## config.mk

```make
export PLATFORM = sky130hd
export DESIGN_NAME = and_gate
export DESIGN_NICKNAME = d
export VERILOG_FILES = /design/src/rtl/and_gate_pkg.sv /design/src/rtl/and_gate_stats.sv /design/src/rtl/and_gate.sv
export SDC_FILE = /design/constraint.sdc
export NUM_CORES = 1
export LEC_CHECK = 0
export CORE_ASPECT_RATIO = 0.75
export CORE_UTILIZATION = 34
export DETAILED_ROUTE_END_ITERATION = 7
export PLACE_DENSITY_LB_ADDON = 0.2
export SETUP_SLACK_MARGIN = 0.05
export SLEW_MARGIN = 5
export SYNTH_ARGS = -nofsm -noshare
export SYNTH_HDL_FRONTEND = slang
export SYNTH_SLANG_ARGS = --single-unit
```

## constraint.sdc

```tcl
create_clock -name clk -period 2.7 [get_ports clk]
set_input_delay 0.27 -clock clk [delete_from_list [all_inputs] [get_ports clk]]
set_output_delay 0.27 -clock clk [all_outputs]
set_load 0.005 [all_outputs]
```

## src/rtl/and_gate_pkg.sv

```systemverilog
// Shared definitions for the and_gate cell: lane-0 input-combination encoding
// and default statistics counter width.
package and_gate_pkg;

    localparam int CNT_W_DEFAULT = 16;

    // Lane-0 input combination, encoded as {a[0], b[0]}.
    typedef enum logic [1:0] {
        COMBO_00 = 2'b00,
        COMBO_01 = 2'b01,
        COMBO_10 = 2'b10,
        COMBO_11 = 2'b11
    } combo_e;

    function automatic combo_e combo_of(input logic a0, input logic b0);
        return combo_e'({a0, b0});
    endfunction

endpackage : and_gate_pkg

```

## src/rtl/and_gate_stats.sv

```systemverilog
// Registered copy of y plus bring-up statistics: sticky lane-0 combination
// flags, a saturating all-ones counter and a saturating toggle counter.
module and_gate_stats
    import and_gate_pkg::*;
#(
    parameter int WIDTH = 1,
    parameter int CNT_W = CNT_W_DEFAULT
) (
    input  logic             clk,
    input  logic             rst,
    input  logic             clr,
    input  logic [WIDTH-1:0] y,
    input  logic             all_ones,
    input  combo_e           combo,
    output logic [WIDTH-1:0] y_q,
    output logic [3:0]       combo_seen,
    output logic [CNT_W-1:0] high_cnt,
    output logic [CNT_W-1:0] toggle_cnt
);

    localparam logic [CNT_W-1:0] CNT_MAX = '1;
    localparam logic [CNT_W-1:0] CNT_ONE = CNT_W'(1);

    logic [WIDTH-1:0] y_q_d, y_q_q;
    logic [WIDTH-1:0] y_prev_d, y_prev_q;
    logic [3:0]       seen_d, seen_q;
    logic [CNT_W-1:0] high_d, high_q;
    logic [CNT_W-1:0] tog_d, tog_q;

    // Next-state: clear wipes statistics without counting the clearing sample.
    always_comb begin
        // NOTE: every variable gets a default first so no path infers a latch.
        y_q_d    = y;
        y_prev_d = y;
        seen_d   = seen_q;
        high_d   = high_q;
        tog_d    = tog_q;
        if (clr) begin
            seen_d = 4'b0000;
            high_d = '0;
            tog_d  = '0;
        end else begin
            seen_d[combo] = 1'b1;
            if (all_ones && (high_q != CNT_MAX)) begin
                high_d = high_q + CNT_ONE;
            end
            if ((y != y_prev_q) && (tog_q != CNT_MAX)) begin
                tog_d = tog_q + CNT_ONE;
            end
        end
    end

    // State registers with synchronous reset taking priority over clear.
    always_ff @(posedge clk) begin
        // NOTE: non-blocking assignments so every flop samples pre-edge values.
        if (rst) begin
            y_q_q    <= '0;
            y_prev_q <= '0;
            seen_q   <= 4'b0000;
            high_q   <= '0;
            tog_q    <= '0;
        end else begin
            y_q_q    <= y_q_d;
            y_prev_q <= y_prev_d;
            seen_q   <= seen_d;
            high_q   <= high_d;
            tog_q    <= tog_d;
        end
    end

    assign y_q        = y_q_q;
    assign combo_seen = seen_q;
    assign high_cnt   = high_q;
    assign toggle_cnt = tog_q;

endmodule : and_gate_stats

```

## src/rtl/and_gate.sv

```systemverilog
// Lane-wise 2-input AND. The combinational path depends only on a and b, so
// the cell works with clk/rst/clr left unconnected; statistics are optional.
module and_gate
    import and_gate_pkg::*;
#(
    parameter int WIDTH = 1,
    parameter int CNT_W = CNT_W_DEFAULT
) (
    input  logic             clk,
    input  logic             rst,
    input  logic [WIDTH-1:0] a,
    input  logic [WIDTH-1:0] b,
    output logic [WIDTH-1:0] y,
    input  logic             clr,
    output logic [WIDTH-1:0] y_q,
    output logic             all_ones,
    output logic [3:0]       combo_seen,
    output logic [CNT_W-1:0] high_cnt,
    output logic [CNT_W-1:0] toggle_cnt
);

    assign y        = a & b;
    assign all_ones = &y;

    and_gate_stats #(
        .WIDTH (WIDTH),
        .CNT_W (CNT_W)
    ) u_stats (
        .clk        (clk),
        .rst        (rst),
        .clr        (clr),
        .y          (y),
        .all_ones   (all_ones),
        .combo      (combo_of(a[0], b[0])),
        .y_q        (y_q),
        .combo_seen (combo_seen),
        .high_cnt   (high_cnt),
        .toggle_cnt (toggle_cnt)
    );

endmodule : and_gate

```

Yosys cells after proc, flatten, opt, wreduce, memory -nomap -nowiden
Cells that the tools add are included.

Output and inout port bits: 39. Register bits after elaboration: 37.

Bitwise logic cells: 2. $lt $le $gt $ge: 2. Reduce and logical (&&, ||, !) cells: 4. $add $sub $neg: 2. Muxes and demuxes: 2. Eq/ne operators: 3.

Operator list (number): adder 16 x 1 -> 16 bit (second input constant) (2); != test 16 bit (second input constant) (2); OR 4 bit (1); logical AND 1 bit (3); less-than comparator 2 x 3 -> 1 bit (second input constant) (1); demux 1 bit (select 2 bit) (1); >= comparator 2 x 1 -> 1 bit (second input constant) (1); OR reduction 2 bit (1); AND 1 bit (1); two-way mux 1 bit (1); != test 1 bit (1).

Logic depth before layout (Yosys ltp)
Gate-level depths: netlist of the first run.

Word-level depth: 5. Gate-level depth with buffers: 6.

Cells and area by module
A second synthesis of the first run with hierarchy kept.

Cells, all modules: 219. Area, all modules: 1914.3 um^2.

By module, submodules not included: and_gate_stats (area each 1900.6 um^2, cells each 217, times used 1, seq. area each 740.7 um^2); and_gate (area each 13.8 um^2, cells each 2, times used 1, seq. area each 0.0 um^2).

Least setup slack after synthesis of the first run
OpenSTA, ideal clock, no wires.

Kind: register -> register. From: register u_stats.tog_q[0], in the netlist u_stats.toggle_cnt[0]. To: register u_stats.tog_q[14], in the netlist u_stats.toggle_cnt[14]. Data arrival time: 1.709 ns. Path slack: 0.875 ns. Data required time: 2.585 ns. Buffers on the path: 0. Library setup time: 0.115 ns. Stages on the path, launching flop included: 6. Cell sequence: dfxtp_1 -> ha_1 -> nand3_1 -> a211o_1 -> or4_1 -> and3_1.

Word-level cells in the longest chain between the ends: 2. Elaborated cells on any way between the ends: 3. Those cells by class: 1 x add/sub; 1 x eq/ne; 1 x reduce/logical.

Ends and longest elaborated chain: start, declared (line and_gate_stats.sv:28) `logic [CNT_W-1:0] tog_d, tog_q;`; start signal, assigned (line and_gate_stats.sv:67) `tog_q <= tog_d;`; branches (longest 2 deep; another with adder 16 x 1 -> 16 bit).

Parallel ways; which one is timed is not known. A chain may end at the register's enable or synchronous reset.

Worst setup path in the final report of the first run
From: input a. To: output y.

Word-level cells in the longest chain between the ends: 1.

Ends and longest elaborated chain: start, declared (line and_gate.sv:11) `input logic [WIDTH-1:0] a,`; AND 1 bit (line and_gate.sv:22) `assign y = a & b;`; end, declared (line and_gate.sv:13) `output logic [WIDTH-1:0] y,`.

Every way passes these cells.

==> flow_metrics.env, run 1 <==
export IMPL_p_leak_nw=0.754
export IMPL_ys_seq_elements=37
export IMPL_antenna_found_initial=0
export IMPL_worstMarginPinSlew_ps=709
export IMPL_cp_cell_sequence="clkdlybuf4s50_1 -> nand2_1 -> inv_1 -> clkdlybuf4s50_1"
export IMPL_yosys_area_share_simple_pct=29.7
export IMPL_rows=22
export IMPL_area_growth_pct=31.3
export IMPL_clk_pin_slew_ps=70
export IMPL_fill_cells=508
export IMPL_synthesis_nets=221
export IMPL_core_area_um2=5040
export IMPL_n_antenna_cell=0
export IMPL_grt_usage_pct=16.9
export IMPL_drv_slew=0
export IMPL_overflow=0
export IMPL_root_buffer="clkbuf_8"
export IMPL_dr_pass1_iters=4
export IMPL_finClkSkew_ps=8.33
export IMPL_synthFlopType="dfxtp_1"
export IMPL_critPathBufInv=3
export IMPL_wl_um=4710
export IMPL_seq_area_frac_synth_pct=40.2
export IMPL_vias=1865
export IMPL_synth_adder_area_share_pct=1.36
export IMPL_final_nets=265
export IMPL_crit_fanout=10
export IMPL_reg2reg_to="u_stats.toggle_cnt[14]$_SDFFE_PP0P_"
export IMPL_rr_worst_depth=5
export IMPL_cts_path_max_buffers=2
export IMPL_ys_types=40
export IMPL_hold_buffers=0
export IMPL_crit_start="a"
export IMPL_setup_tns_final_ps=0
export IMPL_yosys_top_cells_area="dfxtp_1 40%, a21oi_1 6.3%, o31ai_1 4.9%, or4_1 4.9%, nand4_1 3.4%"
export IMPL_grt_first_pass_wirelength_um=7530
export IMPL_synth_warnings=0
export IMPL_vias_per_cell=5.65
export IMPL_total_power_w=0.000995
export IMPL_start_util_pct=36.6
export IMPL_rsz0062_at_grt="false"
export IMPL_io_pins=44
export IMPL_slowest_delay_ps=690
export IMPL_critical_path_class="input port to output port"
export IMPL_utilization_pct=48.0
export IMPL_dieArea_um2=5720
export IMPL_cp_end_kind="output port"
export IMPL_io_buffer_count=43
export IMPL_cts_repair_resized=0
export IMPL_fin_crit_ps=2130
export IMPL_cp_slowest_cell="clkdlybuf4s50_1"
export IMPL_grt_pass1_vias=1575
export IMPL_crit_family="buffers and inverters"
export IMPL_synth_most_common_cell="dfxtp_1"
export IMPL_htree_num_levels=2
export IMPL_dieHeight_um=65.7
export IMPL_synth_compound_area_share_pct=23.4
export IMPL_die_w_um=87.0
export IMPL_ys_top_cells_by_count="37 x dfxtp_1, 23 x a21oi_1, 13 x nand2_1"
export IMPL_synth_mux_area_share_pct=1.09
export IMPL_cts_sinks=37
export IMPL_cts_inserted_buffers=5
export IMPL_path_depth=4
export IMPL_finalSetupViolCount=0
export IMPL_critPathCapture="y"
export IMPL_critPathMostFrequentCell="clkdlybuf4s50_1"
export IMPL_routedWlPerCell_um=14.3
export IMPL_drt_iter0_drc=131
export IMPL_synth_edf_count=0
export IMPL_power_density_nw_per_um2=412
export IMPL_cts_tree="yes"
export IMPL_hold_path_class="register to register"
export IMPL_drive_gt1_share_pct=5.81
export IMPL_finalHoldViolCount=0
export IMPL_drt_drc_violations_left=0
export IMPL_clock_latency_ps=280
export IMPL_worstPathRequired_ps=2430
export IMPL_slew_limit_headroom_pct=52.3
export IMPL_hpwlAfterDp_um=3300
export IMPL_cts_setup_buffers=0
export IMPL_synth_area_per_cell_um2=8.61
export IMPL_ant_nets=0
export IMPL_synthesis_instances=214
export IMPL_synth_top_family_by_area="simple AND/OR/NAND/NOR gates"
export IMPL_ir_worst_vdd_v=0.000247
export IMPL_grt_max_degree=31
export IMPL_maxCapViolations=0
export IMPL_r2r_slack_ps=650
export IMPL_max_freq_ghz=0.470
export IMPL_synthXorXnorAreaFrac_pct=0
export IMPL_startpoint_type="input port"
export IMPL_gp_congestion=0.794
export IMPL_arrival_ps=1860
export IMPL_yosysTopAreaCellShare_pct=40.2
export IMPL_synth_area_um2=1840
export IMPL_finalCritPeriodShare_pct=78.8
export IMPL_outcome="finished, final reports clean"
export IMPL_reg2reg_from="u_stats.toggle_cnt[0]$_SDFFE_PP0P_"
export IMPL_synthArstFlopShare_pct=0
export IMPL_yosysTopAreaCell="dfxtp_1"
## worst reg2reg max path, delay by kind of cell, from the launching register on
kind / cells / cell delay, ps
AO/OA/AOI/OAI: 1 / 430
AND/OR/NAND/NOR: 3 / 890
adder cells (fa/ha/maj): 1 / 220
flip-flops: 1 / 410
## cells by family after synthesis
logic type,Yosys count
AO/OA/AOI/OAI,66
adder cells (fa/ha/maj),2
AND/OR/NAND/NOR,90
multiplexers,2
flip-flops,37
buffers and inverters,17
## cell usage in the layout, fill, tap and decap left out, drive strengths merged, types with 2 or more instances in the layout
cell / count
nor4: 3
o311ai: 4
nand4: 12
clkdlybuf4s50: 43
nor2: 9
o41ai: 5
o31ai: 12
mux2i: 2
dfxtp: 37
nor3: 4
or4: 14
a21oi: 23
nand2: 13
and3: 5
inv: 9
o211ai: 3
and4: 6
buf: 2
clkbuf: 7
nand3: 12
or3: 8
o21ai: 11
ha: 2
## where the power goes
group	switching (W)	total, W	internal, W
clock	0.000186	0.000389	0.000203
combinational	0.0000303	0.0000533	0.0000230
sequential	0.00000363	0.000553	0.000550
total	0.000220	0.000995	0.000775
## metrics by stage
| step | cell area [µm²] | worst slack, ps | std cells | hold WS (ps) |
|---|---|---|---|---|
| after floorplan | 1840 | 875 | 214 | 342 |
| after global placement | 2330 | 452 | 323 | 461 |
| after detailed placement | 2330 | 393 | 323 | 457 |
| after CTS | 2420 | 586 | 330 | 482 |
| after global routing | 2420 | 497 | 330 | 514 |
| final | 2420 | 571 | 330 | 477 |
## worst min path at each step
stage	start	to	slack, ps	cells past startpoint
finish	u_stats.combo_seen[3]$_SDFF_PP0_	u_stats.combo_seen[3]$_SDFF_PP0_	480	1
global route	u_stats.combo_seen[3]$_SDFF_PP0_	u_stats.combo_seen[3]$_SDFF_PP0_	510	1
CTS	u_stats.combo_seen[3]$_SDFF_PP0_	u_stats.combo_seen[3]$_SDFF_PP0_	480	1
detailed placement	u_stats.combo_seen[1]$_SDFF_PP0_	u_stats.combo_seen[1]$_SDFF_PP0_	460	2
global placement	u_stats.combo_seen[3]$_SDFF_PP0_	u_stats.combo_seen[3]$_SDFF_PP0_	460	1
floorplan	rst	u_stats.y_q$_SDFF_PP0_	340	1
## flip-flops by register name, summed over array words and instances (netlist names)
register	count
u_stats.combo_seen	4
u_stats.y_q	1
u_stats.high_cnt	16
u_stats.toggle_cnt	16
## per-layer routing
metal / wire length (µm) / vias up / GRT usage, %
met5: 0 / - / 0
met4: 17 / 0 / 3.75
met3: 215 / 2 / 4.02
met2: 1860 / 50 / 24.0
met1: 2620 / 875 / 25.3
li1: - / 938 / -
## area by class of cell
type / count / area (µm²) / area share (%)
sequential: 37 / 741 / 30.6
clock buffer: 7 / 86.3 / 3.57
timing repair buffer: 45 / 445 / 18.4
multi-input combinational: 160 / 1020 / 42.3
inverter: 9 / 33.8 / 1.40
tap: 72 / 90.1 / 3.72
Note: power is estimated with default switching activity, not from simulation.
==> run 2, diff against run 1 <==
==> constraint.sdc (replaced) <==
create_clock -name clk -period 2.1 [get_ports clk]
set_input_delay 0.21 -clock clk [delete_from_list [all_inputs] [get_ports clk]]
set_output_delay 0.21 -clock clk [all_outputs]
set_load 0.005 [all_outputs]
==> run 2 against run 1 <==
Against the previous run:
- utilization grew 3.1 points
- first-iteration DRC count up 3.8%
- sequential share of layout area shrank 1.8 points
- final area is 6.4% higher
- setup slack got worse by 460 ps
- critical endpoint is now u_stats.toggle_cnt[14]$_SDFFE_PP0P_
- via count up 3.2%
- die area did not move
- count of clock-buffer cells in the layout unchanged
- non-clock buffer count is 19 higher
- largest cell class unchanged
- sequential power is 29% higher
==> flow_metrics.env, run 2 (synthesis results as in run 1) <==
export IMPL_worstMarginPinSlew_ps=733
export IMPL_critPathBufInv=0
export IMPL_clk_pin_slew_ps=70
export IMPL_rr_worst_depth=5
export IMPL_cts_path_max_buffers=2
export IMPL_final_nets=284
export IMPL_cp_cell_sequence="ha_1 -> nand3_1 -> a211o_4 -> or4_1 -> and3_1"
export IMPL_dpl_cell_count=342
export IMPL_finalCritPeriodShare_pct=94.6
export IMPL_overflow=0
export IMPL_hold_worst_slack_ps=414
export IMPL_ir_worst_vdd_v=0.000296
export IMPL_antenna_found_initial=0
export IMPL_wl_um=4890
export IMPL_reg2reg_to="u_stats.toggle_cnt[14]$_SDFFE_PP0P_"
export IMPL_routedWlPerCell_um=14.0
export IMPL_critical_path_class="register to register"
export IMPL_area_growth_pct=39.7
export IMPL_gp_congestion=0.764
export IMPL_worstPathRequired_ps=2280
export IMPL_min_to="u_stats.combo_seen[2]$_SDFF_PP0_"
export IMPL_grt_usage_pct=17.7
export IMPL_slew_limit_headroom_pct=50.9
export IMPL_fin_crit_ps=1990
export IMPL_cts_setup_buffers=0
export IMPL_crit_family="simple AND/OR/NAND/NOR gates"
export IMPL_min_from="a"
export IMPL_final_common_cell="clkdlybuf4s50_1"
export IMPL_slowest_delay_ps=470
export IMPL_mostFrequentLayoutCells="42 x clkdlybuf4s50_1, 37 x dfxtp_1, 23 x a21oi_1, 21 x buf_4, 13 x nand2_1"
export IMPL_dr_pass1_iters=4
export IMPL_arrival_ps=2170
export IMPL_utilization_pct=51.1
export IMPL_reg2reg_from="u_stats.toggle_cnt[0]$_SDFFE_PP0P_"
export IMPL_cts_sinks=37
export IMPL_grt_first_pass_wirelength_um=7780
export IMPL_rows=22
export IMPL_io_pins=44
export IMPL_finalSetupViolCount=0
export IMPL_crit_fanout=8
export IMPL_vias_per_cell=5.52
export IMPL_maxCapViolations=0
export IMPL_finClkSkew_ps=5.21
export IMPL_vias=1925
export IMPL_die_w_um=87.0
export IMPL_power_density_nw_per_um2=504
export IMPL_cp_end_kind="register"
export IMPL_dieHeight_um=65.7
export IMPL_outcome="finished, final reports clean"
export IMPL_core_area_um2=5040
export IMPL_drive_gt1_share_pct=12.6
export IMPL_p_leak_nw=0.856
export IMPL_root_buffer="clkbuf_8"
export IMPL_drt_iter0_drc=136
export IMPL_grt_max_degree=18
export IMPL_cts_inserted_buffers=5
export IMPL_max_freq_ghz=0.503
export IMPL_setup_tns_final_ps=0
export IMPL_hold_depth=3
export IMPL_startpoint_type="register"
export IMPL_finalNonFillerCells=349
export IMPL_htree_num_levels=2
export IMPL_n_antenna_cell=0
export IMPL_drt_drc_violations_left=0
export IMPL_hold_path_class="input port to register"
export IMPL_rsz0062_at_grt="false"
export IMPL_hpwlAfterDp_um=3570
export IMPL_clock_latency_ps=290
export IMPL_ant_nets=0
export IMPL_cp_slowest_cell="or4_1"
export IMPL_dieArea_um2=5720
export IMPL_drv_slew=0
export IMPL_start_util_pct=36.6
export IMPL_io_buffer_count=43
export IMPL_grt_pass1_vias=1579
export IMPL_cts_tree="yes"
export IMPL_finalHoldViolCount=0
export IMPL_r2r_slack_ps=110
-- run 2: changes by cell type in the layout (fill, tap and decap cells not counted), sizes merged --
cell	previous run	this run
clkdlybuf4s50	43	42
dlymetal6s2s	0	1
buf	2	21
-- run 2: worst max-delay path by stage --
stage | start | endpoint | slack [ps] | depth (start not counted)
floorplan | u_stats.toggle_cnt[0]$_SDFFE_PP0P_ | u_stats.toggle_cnt[14]$_SDFFE_PP0P_ | 280 | 5
global placement | a | u_stats.toggle_cnt[14]$_SDFFE_PP0P_ | -40 | 5
detailed placement | a | u_stats.toggle_cnt[14]$_SDFFE_PP0P_ | -110 | 5
CTS | a | y | 90 | 5
global route | u_stats.toggle_cnt[0]$_SDFFE_PP0P_ | u_stats.toggle_cnt[14]$_SDFFE_PP0P_ | 40 | 5
finish | u_stats.toggle_cnt[0]$_SDFFE_PP0P_ | u_stats.toggle_cnt[14]$_SDFFE_PP0P_ | 110 | 5
-- run 2: worst min-delay path: stages --
cell            delay [ps]
dlymetal6s2s_1         220
a21oi_1                180
nor2_1                  40
-- run 2: where the power goes --
part / total, W / internal (W) / switching, W
Sequential: 0.000711 / 0.000707 / 0.00000447
Combinational: 0.0000810 / 0.0000388 / 0.0000422
Clock: 0.000503 / 0.000260 / 0.000243
Total: 0.00130 / 0.00101 / 0.000290
-- run 2: cell type report --
type | instances | area [µm²]
clock buffer | 7 | 86.3
fill | 498 | 2460
inverter | 9 | 33.8
multi-input combinational | 160 | 1030
sequential | 37 | 741
tap | 72 | 90.1
timing repair buffer | 64 | 591
-- run 2: per-layer routing --
layer | vias up | track usage [%] | routed length, µm
li1 | 973 | - | -
met1 | 892 | 27.7 | 2640
met2 | 55 | 23.3 | 1910
met3 | 5 | 4.15 | 288
met4 | 0 | 5.00 | 54
met5 | - | 0 | 0
-- run 2: stage by stage --
step | cell area (µm²) | power, W | setup slack, ps
2_1_floorplan | 1840 | 0.000764 | 275
3_3_place_gp | 2470 | 0.000807 | -40.5
3_5_place_dp | 2470 | 0.000807 | -112
4_1_cts | 2560 | 0.00131 | 86.3
5_1_grt | 2570 | 0.00135 | 37.8
6_report | 2570 | 0.00130 | 113
-- run 2: timing repair --
| action | 4_1_cts | 5_1_grt |
|---|---|---|
| gates resized for setup | 0 | 2 |
| hold buffers | 0 | 0 |
| endpoints found under the setup margin | 0 | 3 |
